## src/rtl/mips_multicycle_ctrl.sv

```systemverilog
// Main control FSM for the multicycle MIPS datapath.
// One microstate per clock: it steps the PC/IR enables and the register file
// and memory write enables, and drives the datapath mux selects and ALU
// control from op, funct and the ALU zero flag.
module mips_multicycle_ctrl #(
    parameter int STATE_W = 4   // width of the debug state output, at least 4
) (
    input  logic               clk,
    input  logic               reset,      // asynchronous, active-low
    input  logic [5:0]         op,
    input  logic [5:0]         funct,
    input  logic               zero,
    output logic               pcen,
    output logic               irwrite,
    output logic               regwrite,
    output logic               memwrite,
    output logic               iord,
    output logic               memtoreg,
    output logic               regdst,
    output logic               alusrca,
    output logic [1:0]         alusrcb,
    output logic [1:0]         pcsrc,
    output logic [2:0]         alucontrol,
    output logic [STATE_W-1:0] state
);

    typedef enum logic [3:0] {
        FETCH   = 4'd0,
        DECODE  = 4'd1,
        MEMADR  = 4'd2,
        MEMRD   = 4'd3,
        MEMWB   = 4'd4,
        MEMWR   = 4'd5,
        RTYPEEX = 4'd6,
        RTYPEWB = 4'd7,
        BEQEX   = 4'd8,
        ADDIEX  = 4'd9,
        ADDIWB  = 4'd10,
        JEX     = 4'd11
    } state_t;

    localparam logic [5:0] OP_LW    = 6'b100011;
    localparam logic [5:0] OP_SW    = 6'b101011;
    localparam logic [5:0] OP_RTYPE = 6'b000000;
    localparam logic [5:0] OP_BEQ   = 6'b000100;
    localparam logic [5:0] OP_ADDI  = 6'b001000;
    localparam logic [5:0] OP_J     = 6'b000010;

    state_t     state_reg;
    state_t     state_next;
    logic       pcwrite;
    logic       branch;
    logic [1:0] aluop;

    // State register; reset drops straight back to FETCH without a clock.
    always_ff @(posedge clk or negedge reset) begin
        if (!reset) begin
            state_reg <= FETCH;
        end else begin
            state_reg <= state_next;
        end
    end

    // Next-state logic; unused encodings fall back to FETCH.
    always_comb begin
        state_next = FETCH;
        case (state_reg)
            FETCH:   state_next = DECODE;
            DECODE: begin
                case (op)
                    OP_LW, OP_SW: state_next = MEMADR;
                    OP_RTYPE:     state_next = RTYPEEX;
                    OP_BEQ:       state_next = BEQEX;
                    OP_ADDI:      state_next = ADDIEX;
                    OP_J:         state_next = JEX;
                    default:      state_next = FETCH;   // unknown op acts as a NOP
                endcase
            end
            MEMADR:  state_next = (op == OP_SW) ? MEMWR : MEMRD;
            MEMRD:   state_next = MEMWB;
            RTYPEEX: state_next = RTYPEWB;
            ADDIEX:  state_next = ADDIWB;
            default: state_next = FETCH;
        endcase
    end

    // Moore outputs per state; write enables are gated off while in reset.
    always_comb begin
        pcwrite  = 1'b0;
        branch   = 1'b0;
        aluop    = 2'b00;
        irwrite  = 1'b0;
        regwrite = 1'b0;
        memwrite = 1'b0;
        iord     = 1'b0;
        memtoreg = 1'b0;
        regdst   = 1'b0;
        alusrca  = 1'b0;
        alusrcb  = 2'b00;
        pcsrc    = 2'b00;
        case (state_reg)
            FETCH: begin
                irwrite = 1'b1;
                pcwrite = 1'b1;
                alusrcb = 2'b01;
            end
            DECODE:  alusrcb = 2'b11;
            MEMADR: begin
                alusrca = 1'b1;
                alusrcb = 2'b10;
            end
            MEMRD:   iord = 1'b1;
            MEMWB: begin
                regwrite = 1'b1;
                memtoreg = 1'b1;
            end
            MEMWR: begin
                iord     = 1'b1;
                memwrite = 1'b1;
            end
            RTYPEEX: begin
                alusrca = 1'b1;
                aluop   = 2'b10;
            end
            RTYPEWB: begin
                regwrite = 1'b1;
                regdst   = 1'b1;
            end
            BEQEX: begin
                alusrca = 1'b1;
                aluop   = 2'b01;
                pcsrc   = 2'b01;
                branch  = 1'b1;
            end
            ADDIEX: begin
                alusrca = 1'b1;
                alusrcb = 2'b10;
            end
            ADDIWB:  regwrite = 1'b1;
            JEX: begin
                pcwrite = 1'b1;
                pcsrc   = 2'b10;
            end
            default: ;
        endcase

        // zero only matters through branch, which is set in BEQEX alone.
        pcen = pcwrite | (branch & zero);

        if (!reset) begin
            pcen     = 1'b0;
            irwrite  = 1'b0;
            regwrite = 1'b0;
            memwrite = 1'b0;
        end
    end

    // ALU decoder: aluop selects fixed add/sub or a funct-driven operation.
    always_comb begin
        alucontrol = 3'b010;
        case (aluop)
            2'b01: alucontrol = 3'b110;
            2'b10: begin
                case (funct)
                    6'b100000: alucontrol = 3'b010;
                    6'b100010: alucontrol = 3'b110;
                    6'b100100: alucontrol = 3'b000;
                    6'b100101: alucontrol = 3'b001;
                    6'b101010: alucontrol = 3'b111;
                    default:   alucontrol = 3'b010;
                endcase
            end
            default: alucontrol = 3'b010;
        endcase
    end

    assign state = STATE_W'(state_reg);

endmodule

```

## config.mk

```make
export PLATFORM = sky130hd
export DESIGN_NAME = mips_multicycle_ctrl
export DESIGN_NICKNAME = d
export VERILOG_FILES = /design/src/rtl/mips_multicycle_ctrl.sv
export SDC_FILE = /design/constraint.sdc
export NUM_CORES = 1
export LEC_CHECK = 0
export CAP_MARGIN = 20
export CORE_MARGIN = 1.5
export CORE_UTILIZATION = 40
export CTS_BUF_LIST = sky130_fd_sc_hd__clkbuf_4 sky130_fd_sc_hd__clkbuf_8
export DETAILED_ROUTE_END_ITERATION = 10
export PLACE_DENSITY = 0.93
export SLEW_MARGIN = 40
export SYNTH_ARGS = -nofsm -noshare
export SYNTH_HDL_FRONTEND = slang
export SYNTH_SLANG_ARGS = --single-unit
```

## constraint.sdc

```tcl
create_clock -name clk -period 3.2 [get_ports clk]
set_input_delay 0.48 -clock clk [delete_from_list [all_inputs] [get_ports clk]]
set_output_delay 0.48 -clock clk [all_outputs]
set_load 0.03 [all_outputs]
```

Word-level counts from Yosys, hierarchy flattened
Index checks and enable logic that the tools add are counted.
Word-level totals
  flip-flop bits (word level): 4
  bits of input ports: 15
Operators by class
  eq/ne operators: 22
  muxes and demuxes: 21
  bitwise gates (word level): 2
  reduce and logical (&&, ||, !) cells: 8
Operator list (count)
  $eq 6x6->1 const B: 6
  $pmux 4 s6: 1
  $pmux 4 s5: 1
  $eq 4x3->1 const B: 4
  $eq 4x4->1 const B: 4
  $mux 1: 13
  $pmux 3 s4: 1
  $eq 4x2->1 const B: 2
  $pmux 2 s2: 2
  $reduce_or 2->1: 4
  $eq 6x2->1 const B: 1
  $eq 6x3->1 const B: 1
  $eq 6x4->1 const B: 1
  $logic_not 6->1: 1
  $pmux 2 s3: 1
  $pmux 3 s2: 1
  $eq 4x1->1 const B: 1
  $logic_not 4->1: 1
  $reduce_or 4->1: 1
  $mux 3: 1
  $reduce_or 3->1: 1
  $eq 2x1->1 const B: 1
  $eq 2x2->1 const B: 1
  $and 1x1->1: 1
  $or 1x1->1: 1

Depth between registers and ports, before layout
Gate-level depths: netlist (run 1).
  depth after elaboration: 5
  depth in mapped cells: 8

Worst setup path after synthesis (run 1)
OpenSTA, ideal clock, no wires.
  kind: reg-to-output
  start point: reg state_reg[0], in the netlist state[0]
  end point: out alucontrol[0]
  arrival: 2.588 ns
  required time: 2.720 ns
  slack: 0.132 ns
  stages on the path, launching flop included: 9
  buffers on the path: 2
  path through: dfrtp_1 clkbuf_1 clkbuf_1 nor3_1 inv_1 ha_1 nor4bb_1 nand3_1 o21ai_0
Between the ends
  cells in the longest elaborated chain, start to end: 4
  elaborated cells on any way between the ends: 6
Ends and longest elaborated chain
  start, declared: line 49  | state_t state_reg;
  start signal, assigned: line 60  | state_reg <= state_next;
  $eq 4x4->1 / $eq 4x3->1 (equally long branches): line 101  | case (state_reg)
  $pmux 2 s2 *: line 101
  $eq 2x2->1 / $eq 2x1->1 (equally long branches): line 161  | case (aluop)
  $pmux 3 s2 *: line 161
  end, declared: line 23  | output logic [2:0] alucontrol,
Mark *: on every way between the ends. The rest lies on a longest branch, timed or not.

Final worst setup path (run 1)
  start point: reg state_reg[3], in the netlist state[3]
  end point: out alucontrol[2]
Same word-level chain as after synthesis.

==> results of run 1 <==
-- metrics by stage --
stage	power [µW]	instance area, µm²
2_1_floorplan	344	546
3_3_place_gp	502	895
3_5_place_dp	509	895
4_1_cts	572	917
5_1_grt	605	920
6_report	570	920
-- power groups by stage --
stage	combinational [µW]	clock [µW]	sequential [µW]
final	419	59.6	91.0
after global routing	444	66.8	94.1
after CTS	420	61.9	90.8
after detailed placement	418	0	91.4
after global placement	413	0	89.4
after floorplan	240	0	103
-- critical path: cells and delay by family (launching register included) --
kind	cells	cell delay, ns
DFF	1	0.50
buffers and inverters	2	0.76
and+or+nand+nor	4	0.79
adders and majority gates	1	0.18
AOI/OAI and AO/OA	1	0.12
-- per-layer routing --
layer  wire (µm)  share of wire, %  GRT usage (%)  up-vias
met2         873                55           45.6       26
met5           0                 0              0        -
met3         109               6.9           4.44        0
met1         608                38           20.9      320
li1            -                 -              -      348
met4           0                 0           7.76        0
-- cells by family (layout without fill, tap and decap cells) --
kind of cell | count (synthesis) | after routing | synth area share (%)
xor+xnor | 2 | 2 | 3.21
fa+ha+maj | 3 | 3 | 6.88
simple gates | 41 | 41 | 41.5
flops | 4 | 4 | 18.3
buf+inv | 11 | 44 | 7.57
compound gates | 16 | 16 | 22.5
-- path summary, 6_finish.rpt --
path / to
setup reg to reg: state[2]$_DFF_PN0_
hold / removal: state[1]$_DFF_PN0_
max in group asynchronous: state[0]$_DFF_PN0_
min in group clk: state[0]$_DFF_PN0_
setup / recovery: alucontrol[2]
hold reg to reg: state[0]$_DFF_PN0_
-- cell type report --
type	count	area (µm²)
tap	15	18.8
fill	117	365
timing repair buffer	36	355
sequential	4	100
multi-input combinational	62	404
inverter	5	18.8
clock buffer	3	22.5
-- Yosys cell counts (4+ instances only) --
library cell  instances
nor2_1               10
dfrtp_1               4
nand2b_1              4
clkbuf_1              6
nand2_1               4
nor3_1                6
nor2b_1               4
inv_1                 5
==> results.md, run 1 <==
- Leading cell type in the layout, fill and taps excluded: clkdlybuf4s50_1
- Routed via count: 694
- Proportion of layout cells with a drive suffix above 1: 8.18%
- Reg power frac: 16.0%
- Number of warnings issued by yosys: 0
- Avg Cell Area, Syn: 7.08 µm²
- Core box area: 1280 µm²
- DIE HEIGHT: 39.9 µm
- Antenna violations before repair: 0
- Cell-internal power: 287 µW
- Post-Syn Nets: 95
- Buffer levels on the longest clock path: 2
- Worst slack, placed: 0.369 ns
- TritonRoute pass-1 iters: 2
- Clock sinks: 4
- First-iteration detailed-routing DRC count: 5
- Final ANT Viol Nets: 0
- Count of placed standard cells including taps: 122
- Remaining max-slew budget at the tightest pin: 76.2%
- Insertion delay of the later-clocked pin in the worst-skew pair: 0.23 ns
- Layout Area Growth over Synthesis: 68.6%
- Postcts setup bufs: 0
- Number of global-route vias before repair: 628
- Per-cell via count in the routed design: 5.55
- Number of flip-flops in the largest register: 4
- Antenna diode count: 0
- Pin count of the biggest net entering global routing: 18
- Overflow left after global routing: 0
- Post-route core utilization: 71.6%
- RePlAce Congestion: 0.812
- Gr usage total: 22.2%
- CP cell instances: nand2b_1 > nor3_1 > inv_1 > ha_1 > nor4bb_1 > a21oi_1 > nor2_1 > clkdlybuf4s50_1
- Main flop type after synthesis: dfrtp_1
- # DRC: 0
- DIE AREA: 1590 µm²
- Critical path class: reg -> out
- Endpoint class of the critical path: output pin
- Biggest area consumer among synthesized cells: dfrtp_1
- Switching share of total power: 49.7%
- Combinational share of power: 73.6%
- CP Max Fanout: 13
- Switching Power: 283 µW
- Register-to-register setup slack: 1.90 ns
- Min-delay worst type: in -> async
- Netlist area before placement: 546 µm²
- Clk pwr share: 10.5%
- Status: completed
- Clock tree root buffer cell: clkbuf_4
- Synthesis-stage register bit count: 4
- Post-synthesis cell type count: 32
- HPWL after DPL: 1270 µm
- Leakage power total: 0.000384 µW
- Power density relative to cell area: 620 nW/µm²
- Number of hold violations in the final report: 0
- Per-cell routed wire length: 12.7 µm
- Share of the clock period used by the worst path after layout: 95.2%
- Clock-pin slew reported for the worst setup and hold paths after clock tree synthesis: 0.04 ns
- Top-area cell type share of the netlist area: 18.3%
- Sequential cell area fraction in the yosys report: 18.3%
- Row cnt: 13
- Worst Path Arrival: 2.57 ns
- Worst path max stage delay: 0.67 ns
- Worst ir drop on vdd: 376 µV
- Largest cells by area after synthesis: dfrtp_1 18%, ha_1 6.9%, nor2_1 6.9%, nor3_1 5.5%, nand2b_1 4.6%
- Cts bufs inserted: 3
- Fin nets: 130
- Setup tns final: 0 ns
- I/O Buffers: 33
- Max-cap violation count: 0
- Final number of setup-violating endpoints: 0
- TritonCTS clock tree: done
- Post-synthesis async set-or-reset flop share: 100%
- Critical path startpoint: state[3]$_DFF_PN0_
- Number of standard cells in the layout, taps in and fillers out: 125
- Worst R2R Start: state[0]$_DFF_PN0_
- Max stage delay cell, worst path: clkdlybuf4s50_1
- Fin worst setup slack: 0.153 ns
- Max frequency: 0.328 GHz
- Detailed Route WL: 1590 µm
- Initial core utilization: 42.5%
- Slew at the pin with the worst max-slew slack: 0.349 ns
- H-tree levels: 1
- CTS Hold Bufs: 0
- Setup skew after layout: 0.00173 ns
- Smallest hold slack: 0.495 ns
- Commonest cells after routing, fill and taps aside: 32 x clkdlybuf4s50_1, 10 x nor2_1, 6 x nor3_1
- Final worst path period need: 3.05 ns
- Synthesized netlist cell count: 77
- Required time at the worst-slack endpoint: 2.72 ns
- Number of synthesized flops with an enable pin: 0
- Die Wd: 39.9 µm
- Global-route wire length before repair: 2410 µm
- Element type at the critical path start: register
- Count of final max-slew check failures: 0
- Count of instances resized after the clock tree is built: 0
- Logic depth of the worst register-to-register path: 3
- I/O pin count: 34
No activity file was read; power rests on OpenSTA's default activity.
==> run 2: changes to the inputs <==
--- a/config.mk
+++ b/config.mk
@@ -7,11 +7,13 @@
 export LEC_CHECK = 0
 export CAP_MARGIN = 20
 export CORE_MARGIN = 1.5
-export CORE_UTILIZATION = 40
+export CORE_UTILIZATION = 37
 export CTS_BUF_LIST = sky130_fd_sc_hd__clkbuf_4 sky130_fd_sc_hd__clkbuf_8
 export DETAILED_ROUTE_END_ITERATION = 10
-export PLACE_DENSITY = 0.93
+export PLACE_DENSITY = 0.88
+export SKIP_LAST_GASP = 1
 export SLEW_MARGIN = 40
 export SYNTH_ARGS = -nofsm -noshare
 export SYNTH_HDL_FRONTEND = slang
 export SYNTH_SLANG_ARGS = --single-unit
+export TNS_END_PERCENT = 30
==> constraint.sdc (replaced) <==
create_clock -name clk -period 3.4 [get_ports clk]
set_input_delay 0.51 -clock clk [delete_from_list [all_inputs] [get_ports clk]]
set_output_delay 0.51 -clock clk [all_outputs]
set_load 0.03 [all_outputs]
==> results.md, run 2 (synthesis results as in run 1) <==
- First-iteration detailed-routing DRC count: 13
- Leading cell type in the layout, fill and taps excluded: clkdlybuf4s50_1
- H-tree levels: 1
- Reg power frac: 16.1%
- Clock tree root buffer cell: clkbuf_4
- I/O Buffers: 33
- Worst slack, placed: 0.468 ns
- Buffer levels on the longest clock path: 2
- Detailed Route WL: 1510 µm
- Fin nets: 129
- Max frequency: 0.325 GHz
- Count of final max-slew check failures: 0
- Core box area: 1330 µm²
- Global-route wire length before repair: 2170 µm
- DIE HEIGHT: 41.4 µm
- DIE AREA: 1710 µm²
- Number of global-route vias before repair: 529
- Placed cell areas: 887 µm²
- CP Max Fanout: 13
- Max stage delay cell, worst path: clkdlybuf4s50_1
- Insertion delay of the later-clocked pin in the worst-skew pair: 0.23 ns
- Per-cell routed wire length: 12.2 µm
- Overflow left after global routing: 0
- Max-cap violation count: 0
- Proportion of layout cells with a drive suffix above 1: 8.26%
- Setup skew after layout: 0.000901 ns
- Logic depth of the worst register-to-register path: 3
- Worst Path Arrival: 2.57 ns
- Cell-internal power: 268 µW
- Final worst path period need: 3.08 ns
- Switching share of total power: 50.1%
- Antenna diode count: 0
- Post-route core utilization: 68.3%
- Clock-pin slew reported for the worst setup and hold paths after clock tree synthesis: 0.04 ns
- Routed via count: 673
- Die Wd: 41.4 µm
- Fin worst setup slack: 0.325 ns
- Layout Area Growth over Synthesis: 67.0%
- Min-delay worst type: in -> async
- Layout Cell Area excl Fill: 911 µm²
- Required time at the worst-slack endpoint: 2.89 ns
- Clk pwr share: 11.1%
- TritonCTS clock tree: done
- Antenna violations before repair: 0
- Switching Power: 269 µW
- Combinational share of power: 72.8%
- Final number of setup-violating endpoints: 0
- Setup tns final: 0 ns
- TritonRoute pass-1 iters: 4
- Gr usage total: 19.3%
- Critical path class: reg -> out
- Worst ir drop on vdd: 449 µV
- Number of hold violations in the final report: 0
- Initial core utilization: 40.9%
- Share of the clock period used by the worst path after layout: 90.4%
- Cts bufs inserted: 3
- Worst path max stage delay: 0.68 ns
- RePlAce Congestion: 0.782
- CP cell instances: nand2b_1 > nor3_1 > inv_1 > ha_1 > nor4bb_1 > nand3_1 > o21ai_0 > clkdlybuf4s50_1
- # DRC: 0
- Pin count of the biggest net entering global routing: 18
- Final ANT Viol Nets: 0
- Leakage power total: 0.000358 µW
- Postcts setup bufs: 0
- CTS Hold Bufs: 0
- Register-to-register setup slack: 2.06 ns
- HPWL after DPL: 1190 µm
- Row cnt: 13
- Setup repair after global routing missed its margin: false
- Per-cell via count in the routed design: 5.43
- Endpoint class of the critical path: output pin
- Count of instances resized after the clock tree is built: 0
- Clock sinks: 4
- Power density relative to cell area: 589 nW/µm²
- Number of flip-flops in the largest register: 4
- Status: completed
- Remaining max-slew budget at the tightest pin: 70.8%
- Element type at the critical path start: register
- Commonest cells after routing, fill and taps aside: 33 x clkdlybuf4s50_1, 10 x nor2_1, 6 x nor3_1
- Slew at the pin with the worst max-slew slack: 0.427 ns
- I/O pin count: 34
- Smallest hold slack: 0.523 ns
run 2: worst paths after layout:
path,start,end
max in group asynchronous,reset,state[2]$_DFF_PN0_
hold reg to reg,state[1]$_DFF_PN0_,state[0]$_DFF_PN0_
hold / removal,reset,state[1]$_DFF_PN0_
min in group clk,state[1]$_DFF_PN0_,state[0]$_DFF_PN0_
setup reg to reg,state[1]$_DFF_PN0_,state[0]$_DFF_PN0_
setup / recovery,state[3]$_DFF_PN0_,alucontrol[0]
run 2: area by class of cell:
type                            count  area, µm²
Timing Repair Buffer               35        345
Tap cell                           15       18.8
Fill cell                         126        423
Multi-Input combinational cell     62        404
Clock buffer                        3       22.5
Inverter                            5       18.8
Sequential cell                     4        101
run 2: metrics by stage:
stage | instances | total power (µW)
final | 124 | 536
after global routing | 124 | 571
after CTS | 124 | 540
after detailed placement | 121 | 475
after global placement | 121 | 472
after floorplan | 77 | 323
run 2: routing by layer:
metal / vias to the layer above / wire length [µm] / GRT usage [%]
met4: 0 / 2 / 4.84
met3: 2 / 108 / 5.32
met5: - / 0 / 0
met2: 32 / 780 / 34.8
li1: 343 / - / -
met1: 296 / 622 / 22.4
run 2: power by group through the flow:
stage | Sequential (µW) | Combinational, µW | Clock, µW
2_1_floorplan | 97.1 | 226 | 0
3_3_place_gp | 85.5 | 387 | 0
3_5_place_dp | 86.9 | 388 | 0
4_1_cts | 86.3 | 393 | 61.1
5_1_grt | 90.9 | 415 | 65.2
6_report | 86.5 | 390 | 59.3
run 2: critical path, delay by kind of cell, from the launching register on:
kind                     cells  cell delay [ns]
adder cells (fa/ha/maj)      1             0.18
AND/OR/NAND/NOR              4             0.80
flip-flops                   1             0.50
AO/OA/AOI/OAI                1             0.08
buffers and inverters        2             0.76
